==> src/rtl/neuron_accumulator.sv <==
// Serial per-lane accumulator: sums NP beats of NC signed products into one
// output beat of NC sign-extended sums, overlapping the next frame with the held result.
module neuron_accumulator #(
    parameter int NP = 4,
    parameter int NC = 4,
    parameter int WF = 4,
    localparam int WA = $clog2(NP) + 1 + WF
) (
    input  logic             iCLK,
    input  logic             iRST,
    input  logic             iValid_AM_Prod,
    output logic             oReady_AM_Prod,
    input  logic [NC*WF-1:0] iData_AM_Prod,
    output logic             oValid_BM_Accum0,
    input  logic             iReady_BM_Accum0,
    output logic [NC*WA-1:0] oData_BM_Accum0
);

    localparam int CW = $clog2(NP);

    typedef enum logic {
        EMPTY = 1'b0,
        FULL  = 1'b1
    } outState_t;

    outState_t     state_reg;
    outState_t     state_next;
    logic [CW-1:0] r_cnt;
    logic          lastBeat;
    logic          beatAccept;
    logic          lastAccept;
    logic          drain;

    assign lastBeat         = (r_cnt == CW'(NP - 1));
    assign oValid_BM_Accum0 = (state_reg == FULL);
    // Only the closing beat can collide with a held, undrained result.
    assign oReady_AM_Prod   = !(lastBeat && oValid_BM_Accum0 && !iReady_BM_Accum0);
    assign beatAccept       = iValid_AM_Prod && oReady_AM_Prod;
    assign lastAccept       = beatAccept && lastBeat;
    assign drain            = oValid_BM_Accum0 && iReady_BM_Accum0;

    always_comb begin
        state_next = state_reg;
        case (state_reg)
            EMPTY:   if (lastAccept) state_next = FULL;
            FULL:    if (drain && !lastAccept) state_next = EMPTY;
            default: state_next = EMPTY;
        endcase
    end

    always_ff @(posedge iCLK or posedge iRST) begin
        if (iRST) begin
            state_reg <= EMPTY;
        end else begin
            state_reg <= state_next;
        end
    end

    always_ff @(posedge iCLK or posedge iRST) begin
        if (iRST) begin
            r_cnt <= '0;
        end else if (beatAccept) begin
            r_cnt <= lastBeat ? '0 : r_cnt + CW'(1);
        end
    end

    for (genvar gi = 0; gi < NC; gi++) begin : gLane
        logic signed [WF-1:0] prod;
        logic signed [WA-1:0] prodExt;
        logic signed [WA-1:0] laneSum;
        logic signed [WA-1:0] r_acc;
        logic        [WA-1:0] sumReg;

        assign prod    = iData_AM_Prod[gi*WF +: WF];
        assign prodExt = {{(WA - WF){prod[WF-1]}}, prod};
        // Beat 0 starts a fresh frame directly, so no clear cycle is needed.
        assign laneSum = ((r_cnt == '0) ? '0 : r_acc) + prodExt;

        always_ff @(posedge iCLK or posedge iRST) begin
            if (iRST) begin
                r_acc  <= '0;
                sumReg <= '0;
            end else if (beatAccept) begin
                r_acc <= laneSum;
                if (lastBeat) begin
                    sumReg <= laneSum;
                end
            end
        end

        assign oData_BM_Accum0[gi*WA +: WA] = sumReg;
    end

endmodule

==> config.mk <==
export PLATFORM = sky130hd
export DESIGN_NAME = neuron_accumulator
export DESIGN_NICKNAME = d
export VERILOG_FILES = /design/src/rtl/neuron_accumulator.sv
export SDC_FILE = /design/constraint.sdc
export NUM_CORES = 1
export LEC_CHECK = 0
export BUFFER_PORTS_ARGS = -buffer_cell sky130_fd_sc_hd__buf_2
export CORE_MARGIN = 4
export CORE_UTILIZATION = 55
export CTS_CLUSTER_SIZE = 10
export DETAILED_ROUTE_END_ITERATION = 12
export PLACE_DENSITY = 0.77
export RECOVER_POWER = 50
export SLEW_MARGIN = 20
export SYNTH_ARGS = -nofsm -noshare
export SYNTH_HDL_FRONTEND = slang
export SYNTH_SLANG_ARGS = --single-unit
==> constraint.sdc <==
create_clock -name iCLK -period 4.4 [get_ports iCLK]
set_input_delay 0.22 -clock iCLK [delete_from_list [all_inputs] [get_ports iCLK]]
set_output_delay 0.22 -clock iCLK [all_outputs]
set_load 0.02 [all_outputs]
* After elaboration in Yosys (flattened, before gate mapping)
Index checks and enable logic that the tools add are counted.
Widths: inputs -> output; s select.
** Storage, ports and cells
- Input port bits :: 20
- Output and inout bits :: 30
- Memory bits (read-only) :: 0
- Flip-flop bits (word level) :: 59
- Memories :: 0
- Word-level logic and storage cells :: 36
- Latch bits :: 0
- RAM bits :: 0
** Operators by class
- Div/mod/pow operators :: 0
- $mul :: 0
- Shifts and indexed selects :: 0
- Bitwise gates (word level) :: 1
- Order comparisons :: 0
- Add/sub/neg operators :: 5
- Mux-type cells :: 8
- Reductions and logical operators :: 11
- Equal/unequal tests :: 1
** Operator list (count)
- $add 7x7->7 :: 4
- $mux 7 :: 4
- $logic_and 1x1->1 :: 6
- $logic_not 1->1 :: 3
- $add 2x1->2 const B :: 1
- $eq 2x2->1 const B :: 1
- $logic_not 2->1 :: 1
- $mux 1 :: 2
- $mux 2 :: 1
- $pmux 1 s2 :: 1
- $reduce_and 2->1 :: 1
- $not 1->1 :: 1

* Depth between registers and ports, before layout
Gate-level depths: netlist of run 1.
- Depth after elaboration :: 10
- Mapped depth :: 12

* Worst setup path after synthesis of run 1
No wires, ideal clock.
- Kind :: register to register
- Start :: reg r_cnt[0]
- End :: reg gLane[2].r_acc[6]
- Cell stages (with the launch flop) :: 12
- Arrival :: 2309 ps
- Library setup time :: 130 ps
- Setup slack :: 1961 ps
- Data required time :: 4270 ps
- Cells stage by stage :: dfrtp_1 > inv_1 > ha_1 > buf_2 > clkbuf_1 > nor2b_1 > ha_1 > fa_1 > a21o_1 > a221oi_2 > xnor2_1 > o21ai_1
** Between the ends
- Longest elaborated chain between the ends :: 5
- Elaborated cells on any way between the ends :: 8
- Classes of those cells :: 1 x add/sub; 1 x eq/ne; 1 x mux; 5 x reduce/logical
** RTL lines
- from (decl) :: RTL line 28 : logic [CW-1:0] r_cnt;
- from (signal assigned) :: RTL line 63 : r_cnt <= lastBeat ? '0 : r_cnt + CW'(1);
- branches (longest 5 deep; another with $add 7x7->7)
- to (signal assigned) :: RTL line 84 : r_acc <= laneSum;
- to (decl) :: RTL line 71 : logic signed [WA-1:0] r_acc;
Several ways; the timed one is not identified.
A chain may end at the register's enable or synchronous reset.

* Worst setup path in the final report of run 1
- Start :: reg r_cnt[0]
- End :: reg gLane[2].sumReg[6]
** Between the ends
- Longest elaborated chain between the ends :: 6
- Elaborated cells on any way between the ends :: 9
- Classes of those cells :: 1 x add/sub; 1 x eq/ne; 1 x mux; 6 x reduce/logical
** RTL lines
- branches (longest 6 deep; another with $add 7x7->7)
- to (signal assigned) :: RTL line 86 : sumReg <= laneSum;
- to (decl) :: RTL line 72 : logic [WA-1:0] sumReg;
Several ways; the timed one is not identified.

==> results of run 1 <==
[path summary, 6_finish.rpt]
path                                      end  slack [ps]  depth (start not counted)
min in group asynchronous  gLane[0].sumReg[0]        1070                          3
max in group asynchronous  gLane[0].sumReg[3]        1550                          3
max reg2reg                gLane[2].sumReg[6]        1540                         10
min reg2reg                 gLane[3].r_acc[0]         470                          2
min                                  r_cnt[0]         140                          2
max                        gLane[2].sumReg[6]        1540                         10
[sequential cells by signal, indices dropped and copies added, names as in the netlist]
| signal | flops |
|---|---|
| r_cnt | 2 |
| oValid_BM_Accum0 | 1 |
| gLane.r_acc | 28 |
| gLane.sumReg | 28 |
[final cells by class]
cell class,instances,area (µm²),area share
Multi-Input combinational cell,276,1800,0.467
Sequential cell,59,1480,0.384
Timing Repair Buffer,52,246,0.0642
Clock buffer,14,163,0.0423
Tap cell,75,93.8,0.0244
Inverter,15,56.3,0.0147
Clock inverter,2,10.0,0.00261
[Yosys cell counts, drive strengths merged]
master   instances  area [µm²]
a211o           14         123
clkbuf           8        30.0
a221oi           1        15.0
o2111ai          3        26.3
nand4           18         113
a22o             1        8.76
ha              26         325
dfrtp           59        1480
xnor2            6        52.6
fa               4        80.1
o31ai            6        45.0
nand3           14        70.1
nand2b           7        43.8
nand3b           1        7.51
and2             1        6.26
buf              9        51.3
a21oi            8        40.0
and3             1        6.26
o21ai           30         150
inv             15        56.3
a21o             9        67.6
or2              1        6.26
nor2             2        7.51
nor2b           26         163
a21boi           3        22.5
nand2           79         297
nor3b            3        22.5
a31oi            4        25.0
xor2             8        70.1
[power breakdown]
group | total (µW) | switching [µW] | leakage (µW) | internal (µW)
Sequential | 924 | 127 | 0.000732 | 797
Combinational | 1420 | 871 | 0.00108 | 546
Clock | 442 | 208 | 0.0000905 | 234
Total | 2780 | 1210 | 0.00190 | 1580
[routing by layer]
layer,wire (µm),GRT usage,up-vias
met5,0,0,-
li1,-,-,1368
met3,317,0.0352,11
met2,3430,0.344,59
met4,143,0.102,0
met1,3270,0.266,1303
[cells by family after synthesis]
| group | after synthesis | share of synthesized area |
|---|---|---|
| adder cells (fa/ha/maj) | 30 | 0.119 |
| AND/OR/NAND/NOR | 153 | 0.218 |
| flip-flops | 59 | 0.433 |
| XOR/XNOR | 14 | 0.0360 |
| AO/OA/AOI/OAI | 79 | 0.154 |
| buffers and inverters | 32 | 0.0404 |
[worst reg2reg max path, stage by stage, from the launching register on]
cell	delay, ps
dfrtp_1	410
inv_1	70
ha_1	550
buf_4	290
nor2b_1	60
ha_1	210
fa_1	400
a21o_1	200
a221oi_2	260
xnor2_1	170
o21ai_1	80
[metrics by stage]
stage                      util  setup WS [ps]  hold WS, ps  cells  area, µm²
after CTS                 0.648           1510          107    493       3860
after global placement    0.619           1620          449    477       3690
after floorplan               -           1960          353    367       3410
final                     0.645           1540          139    493       3840
after detailed placement  0.619           1520          455    477       3690
after global routing      0.645            844          143    493       3840
[cell usage in the layout (no fill, tap or decap), drive strengths merged, types with 9 or more instances in the layout]
cell type  count
nand2         79
dfrtp         59
buf           37
o21ai         30
clkbuf        29
nor2b         26
ha            26
nand4         18
inv           15
a211o         14
nand3         14
a21o           9
==> impl_results.md, run 1 <==
* Status: finished, violations left
* Failing checks: capacitance limit, slew limit
* Post-Route Skew at 8.48 ps
* Worst-Skew Late Latency at 340 ps
* Post-Syn Nets at 417
* CORE AREA at 5960 µm²
* CTS tree: built
* Gpl congestion at 0.821
* Final Total Pwr at 2780 µW
* Diode count at 0
* CTS buffer count at 9
* CP most frequent cell: ha_1
* Post-synthesis sequential area ratio at 0.433
* CP cell instances: inv_1 -> ha_1 -> buf_4 -> nor2b_1 -> ha_1 -> fa_1 -> a21o_1 -> a221oi_2 -> xnor2_1 -> o21ai_1
* Max-cap viol count at 1
* Startpoint Class: register
* Initial Util at 0.572
* Crit path time final at 2860 ps
* RSZ-0062 raised after global routing: false
* Setup TNS at 0 ps
* Total Wirelength at 7160 µm
* Final Hold Fails at 0
* Power Density at 725 nW/µm²
* 1st-iter DRT viols at 100
* CP delay by family, top: adder cells
* IO buf count at 49
* Final period util at 0.650
* # nets final at 463
* Clock Sink Count at 59
* FILL cells at 527
* Critical path endpoint category: register
* # rows at 28
* Worst min path class: in2reg
* DRC at 0
* Lkg Pwr at 0.00190 µW
* Syn avg cell area at 9.28 µm²
* Layout cells sized above 1 at 0.127
* Initial antenna violation count at 0
* H-Tree Depth at 3
* Reg clk slew, reported paths at 60 ps
* Final HPWL DP at 4880 µm
* Vias in the first global route at 2846
* Peak supply drop at 0.322 mV
* Post-cts resize count at 0
* Worst-path fanout max at 18
* Largest net degree at the start of global routing at 60
* Final Setup Violations at 0
* Die extent in x at 86.7 µm
* Worst-Margin Slew at 3150 ps
* Antenna Nets Post-Route at 0
* Drt first pass iters at 4
* Worst Setup Path Type: reg2reg
* Distinct cells, synth at 32
* Mapped Area at 3410 µm²
* Fmax at 0.350 GHz
* CP max stage cell: ha_1
* Synth warn at 0
* Arrival time at the worst endpoint at 3040 ps
* Seq cells post-synth at 59
* DR WL/cell at 14.5 µm
* Final Max Slew Viols at 60
* Gr usage total at 0.209
* Hold_buf cts at 0
* Worst EP required at 4580 ps
* CP max stage delay at 550 ps
* Synth-to-Final Area Change at 12.7%
* Vias post-DR at 2741
* Io pins at 50
* Worst R2R Start: r_cnt[0]
* Die height at 86.7 µm
* Synthesized netlist cell count at 367
* Via/cell ratio at 5.56
* CP startpoint: r_cnt[0]
* Die ar. at 7520 µm²
* Grt total ovfl at 0
* Post-CTS Setup Inserts at 0
* Global-route wire length before repair at 12500 µm
* Hold_sp: iValid_AM_Prod
* Normalized max-slew margin at -1.10
* Clock buffer depth at 2
* Buf/Inv on CP at 2
* CTS root buf: clkbuf_8
No activity file was read; power rests on OpenSTA's default activity.
==> inputs of run 2 (changes only) <==
--- a/config.mk
+++ b/config.mk
@@ -5,6 +5,7 @@
 export SDC_FILE = /design/constraint.sdc
 export NUM_CORES = 1
 export LEC_CHECK = 0
+export ABC_AREA = 1
 export BUFFER_PORTS_ARGS = -buffer_cell sky130_fd_sc_hd__buf_2
 export CORE_MARGIN = 4
 export CORE_UTILIZATION = 55
==> constraint.sdc (replaced) <==
create_clock -name iCLK -period 2.65 [get_ports iCLK]
set_input_delay 0.1325 -clock iCLK [delete_from_list [all_inputs] [get_ports iCLK]]
set_output_delay 0.1325 -clock iCLK [all_outputs]
set_load 0.02 [all_outputs]
==> run 2 against run 1 <==
Compared with the run above:
- the run still ends with capacitance limit, slew limit left
- design area is 4.8% higher
- core utilization is 1.1 points lower
- first-iteration DRC count is 31% higher
- total power is 76% higher
- worst setup slack worse by 1200 ps
- count of clock-buffer cells in the layout is 2 lower
- critical endpoint is now gLane[3].r_acc[4]
- highest routed layer unchanged
==> impl_results.md, run 2 <==
* Status: finished, violations left
* Failing checks: capacitance limit, slew limit
* Fmax at 0.427 GHz (+22%)
* Synth-to-Final Area Change at 12.2%
* Gr usage total at 0.217 (+0.00861)
* Via/cell ratio at 5.17 (-7.0%)
* Largest net degree at the start of global routing at 46 (-23%)
* Normalized max-slew margin at -0.0812 (+1.02)
* Diode count at 0 (unchanged)
* DR WL/cell at 12.7 µm (-13%)
* Switching Share at 0.463 (+0.0296)
* Clock buffer depth at 2 (unchanged)
* Startpoint Class: register
* Worst-Skew Late Latency at 330 ps (about the same)
* Vias in the first global route at 2931 (+3.0%)
* Gpl congestion at 0.878 (+6.9%)
* Final Hold Fails at 0 (unchanged)
* Initial antenna violation count at 0 (unchanged)
* Final period util at 0.885 (+0.234)
* Area leader, netlist: dfrtp_1
* Worst Setup Path Type: reg2reg
* Antenna Nets Post-Route at 0 (unchanged)
* Reg power frac at 0.316 (-0.016)
* Global-route wire length before repair at 13200 µm (+6.1%)
* Die height at 88.8 µm (+2.4%)
* Grt total ovfl at 0 (unchanged)
* Worst EP required at 2860 ps (-1720 ps)
* Setup TNS at 0 ps (unchanged)
* Mapped Area at 3590 µm² (+5.3%)
* Commonest non-fill, non-tap cells in the layout: nand2_1, inv_1, dfrtp_1
* Most common cell in the netlist: nand2_1
* DRC at 0 (unchanged)
* Sw Pwr at 2270 µW (+88%)
* CP max stage delay at 390 ps (-160 ps)
* 1st-iter DRT viols at 131 (+31%)
* Worst min path class: in2reg
* CP cell instances: inv_1 -> ha_1 -> buf_4 -> nor2_1 -> ha_1 -> inv_1 -> fa_1 -> inv_1 -> nand2_1 -> nand2_1 -> nand3_1 -> nand3_1 -> o21ai_0
* CP delay by family, top: adder cells
* CTS root buf: clkbuf_8
* Die extent in x at 88.8 µm (+2.4%)
* FILL cells at 582 (+10%)
* Drt first pass iters at 4 (unchanged)
* EDFF count, synth at 0 (unchanged)
* Layout cells sized above 1 at 0.115 (-0.0116)
* Logic gate share of total power at 0.542 (+0.033)
* Final HPWL DP at 5580 µm (+14%)
* CTS buffer count at 9 (unchanged)
* Reg clk slew, reported paths at 70 ps (about the same)
* Dominant synthesized flop cell: dfrtp_1
* Main area contributors after synthesis: dfrtp_1, nand2_1, ha_1
* CP max stage cell: fa_1
* Post-CTS Setup Inserts at 0 (unchanged)
* CTS tree: built
* Distinct cells, synth at 22 (-31%)
* Die ar. at 7880 µm² (+4.8%)
* Critical path endpoint category: register
* Syn avg cell area at 7.46 µm² (-20%)
* Post-synthesis async set-or-reset flop share at 1.00 (unchanged)
* Final Setup Violations at 0 (unchanged)
* RSZ-0062 raised after global routing: false
* Max-cap viol count at 1 (unchanged)
* Clock Sink Count at 59 (unchanged)
* Most instantiated cells after synthesis: nand2_1, inv_1, dfrtp_1
* Arrival time at the worst endpoint at 2560 ps (-480 ps)
* Crit path time final at 2340 ps (-517 ps)
* Regs by FF count: gLane.r_acc: 28 flops, gLane.sumReg: 28 flops, r_cnt: 2 flops
* # rows at 29 (+3.6%)
* Register area at 1480 µm² (unchanged)
* Power Density at 1220 nW/µm² (+68%)
* CP most frequent cell: inv_1
* Worst-Margin Slew at 1620 ps (-1530 ps)
* Peak supply drop at 0.775 mV (+140%)
* Commonest non-fill, non-tap cell in the layout: nand2_1
* Yosys top cell area share at 0.412 (-0.0218)
* Post-cts resize count at 0 (unchanged)
* Buf/Inv on CP at 4 (+2)
* Final Total Pwr at 4900 µW (+76%)
* Total Wirelength at 7800 µm (+9.1%)
* # nets final at 584 (+26%)
* Vias post-DR at 3180 (+16%)
* Final Max Slew Viols at 43 (-28%)
* Lkg Pwr at 0.00235 µW (+24%)
* Post-Place Cell Area at 3890 µm² (+5.5%)
* IO buf count at 49 (unchanged)
* Multi-input gate area at 1750 µm² (-2.4%)
* Internal at 2630 µW (+67%)
* Worst-path fanout max at 15 (-3)
* Hold_buf cts at 0 (unchanged)
* Post-Syn Nets at 531 (+27%)
* Post-Route Skew at 4.44 ps (-4.04 ps)
* Synth warn at 0 (unchanged)
* Seq cells post-synth at 59 (unchanged)
* Initial Util at 0.565 (-0.00713)
* Post-synthesis sequential area ratio at 0.412 (-0.0218)
* Clock power share at 0.142 (-0.017)
* Synthesized netlist cell count at 481 (+31%)
* Io pins at 50 (unchanged)
* Design area at 4020 µm² (+4.8%)
* H-Tree Depth at 3 (unchanged)
* CORE AREA at 6350 µm² (+6.6%)
## run 2: cell count changes after synthesis, moves of 14 or more
cell / previous run / this run
nor2_1: 2 / 33
nand3_1: 14 / 57
nor2b_1: 26 / 0
o21ai_1: 16 / 2
a211o_1: 14 / 0
inv_1: 15 / 69
nand4_1: 18 / 0
o21ai_0: 14 / 35
nand2_1: 79 / 155
## run 2: layout make-up
class                           instances  area share
Multi-Input combinational cell        337       0.436
Sequential cell                        59       0.367
Timing Repair Buffer                   56      0.0675
Inverter                               71      0.0662
Clock buffer                           12      0.0361
Tap cell                               77      0.0239
Clock inverter                          3     0.00373
## run 2: tightest hold or removal path, cell delays in order
cell and delay [ps]:
buf_2 70, inv_1 40, nand2_1 60, nand2_1 50
## run 2: power by group through the flow
stage / clock network (µW) / registers, µW / logic, µW
6_report: 696 / 1550 / 2660
5_1_grt: 762 / 1600 / 3080
4_1_cts: 719 / 1540 / 2710
3_5_place_dp: 0 / 1550 / 2690
3_3_place_gp: 0 / 1540 / 2610
2_1_floorplan: 0 / 1770 / 1800
## run 2: path summary, 6_finish.rpt
check | start | end | cells after the start | slack (ps)
worst max-delay path | r_cnt[0] | gLane[3].r_acc[4] | 13 | 310
worst min-delay path | iReady_BM_Accum0 | oValid_BM_Accum0 | 4 | 60
worst max register to register | r_cnt[0] | gLane[3].r_acc[4] | 13 | 310
worst min register to register | gLane[1].sumReg[6] | gLane[1].sumReg[6] | 2 | 480
max in group asynchronous | iRST | gLane[1].sumReg[6] | 3 | 1150
min in group asynchronous | iRST | gLane[0].sumReg[4] | 2 | 290
## run 2: per-stage QoR
step           hold slack, ps  utilization  worst slack, ps  cells
2_1_floorplan             253            -              534    481
3_3_place_gp              372        0.613              427    600
3_5_place_dp              397        0.613              305    600
4_1_cts                  25.3        0.638              306    615
5_1_grt                  93.1        0.634             13.8    615
6_report                 62.6        0.634              305    615
## run 2: kinds of logic (layout without fill, tap and decap cells)
family	after synthesis	count (layout)	share of synthesized area
simple gates	253	253	0.293
flops	59	59	0.412
buf+inv	85	142	0.0998
xor+xnor	4	4	0.00977
fa+ha+maj	30	30	0.113
compound gates	50	50	0.0732
## run 2: layer usage
layer  global-route usage  vias to the layer above  wire length (µm)
met2                0.352                       62              3570
met1                0.290                     1490              3740
met5                    0                        -                 0
li1                     -                     1617                 -
met4               0.0879                        0               103
met3               0.0363                       11               390
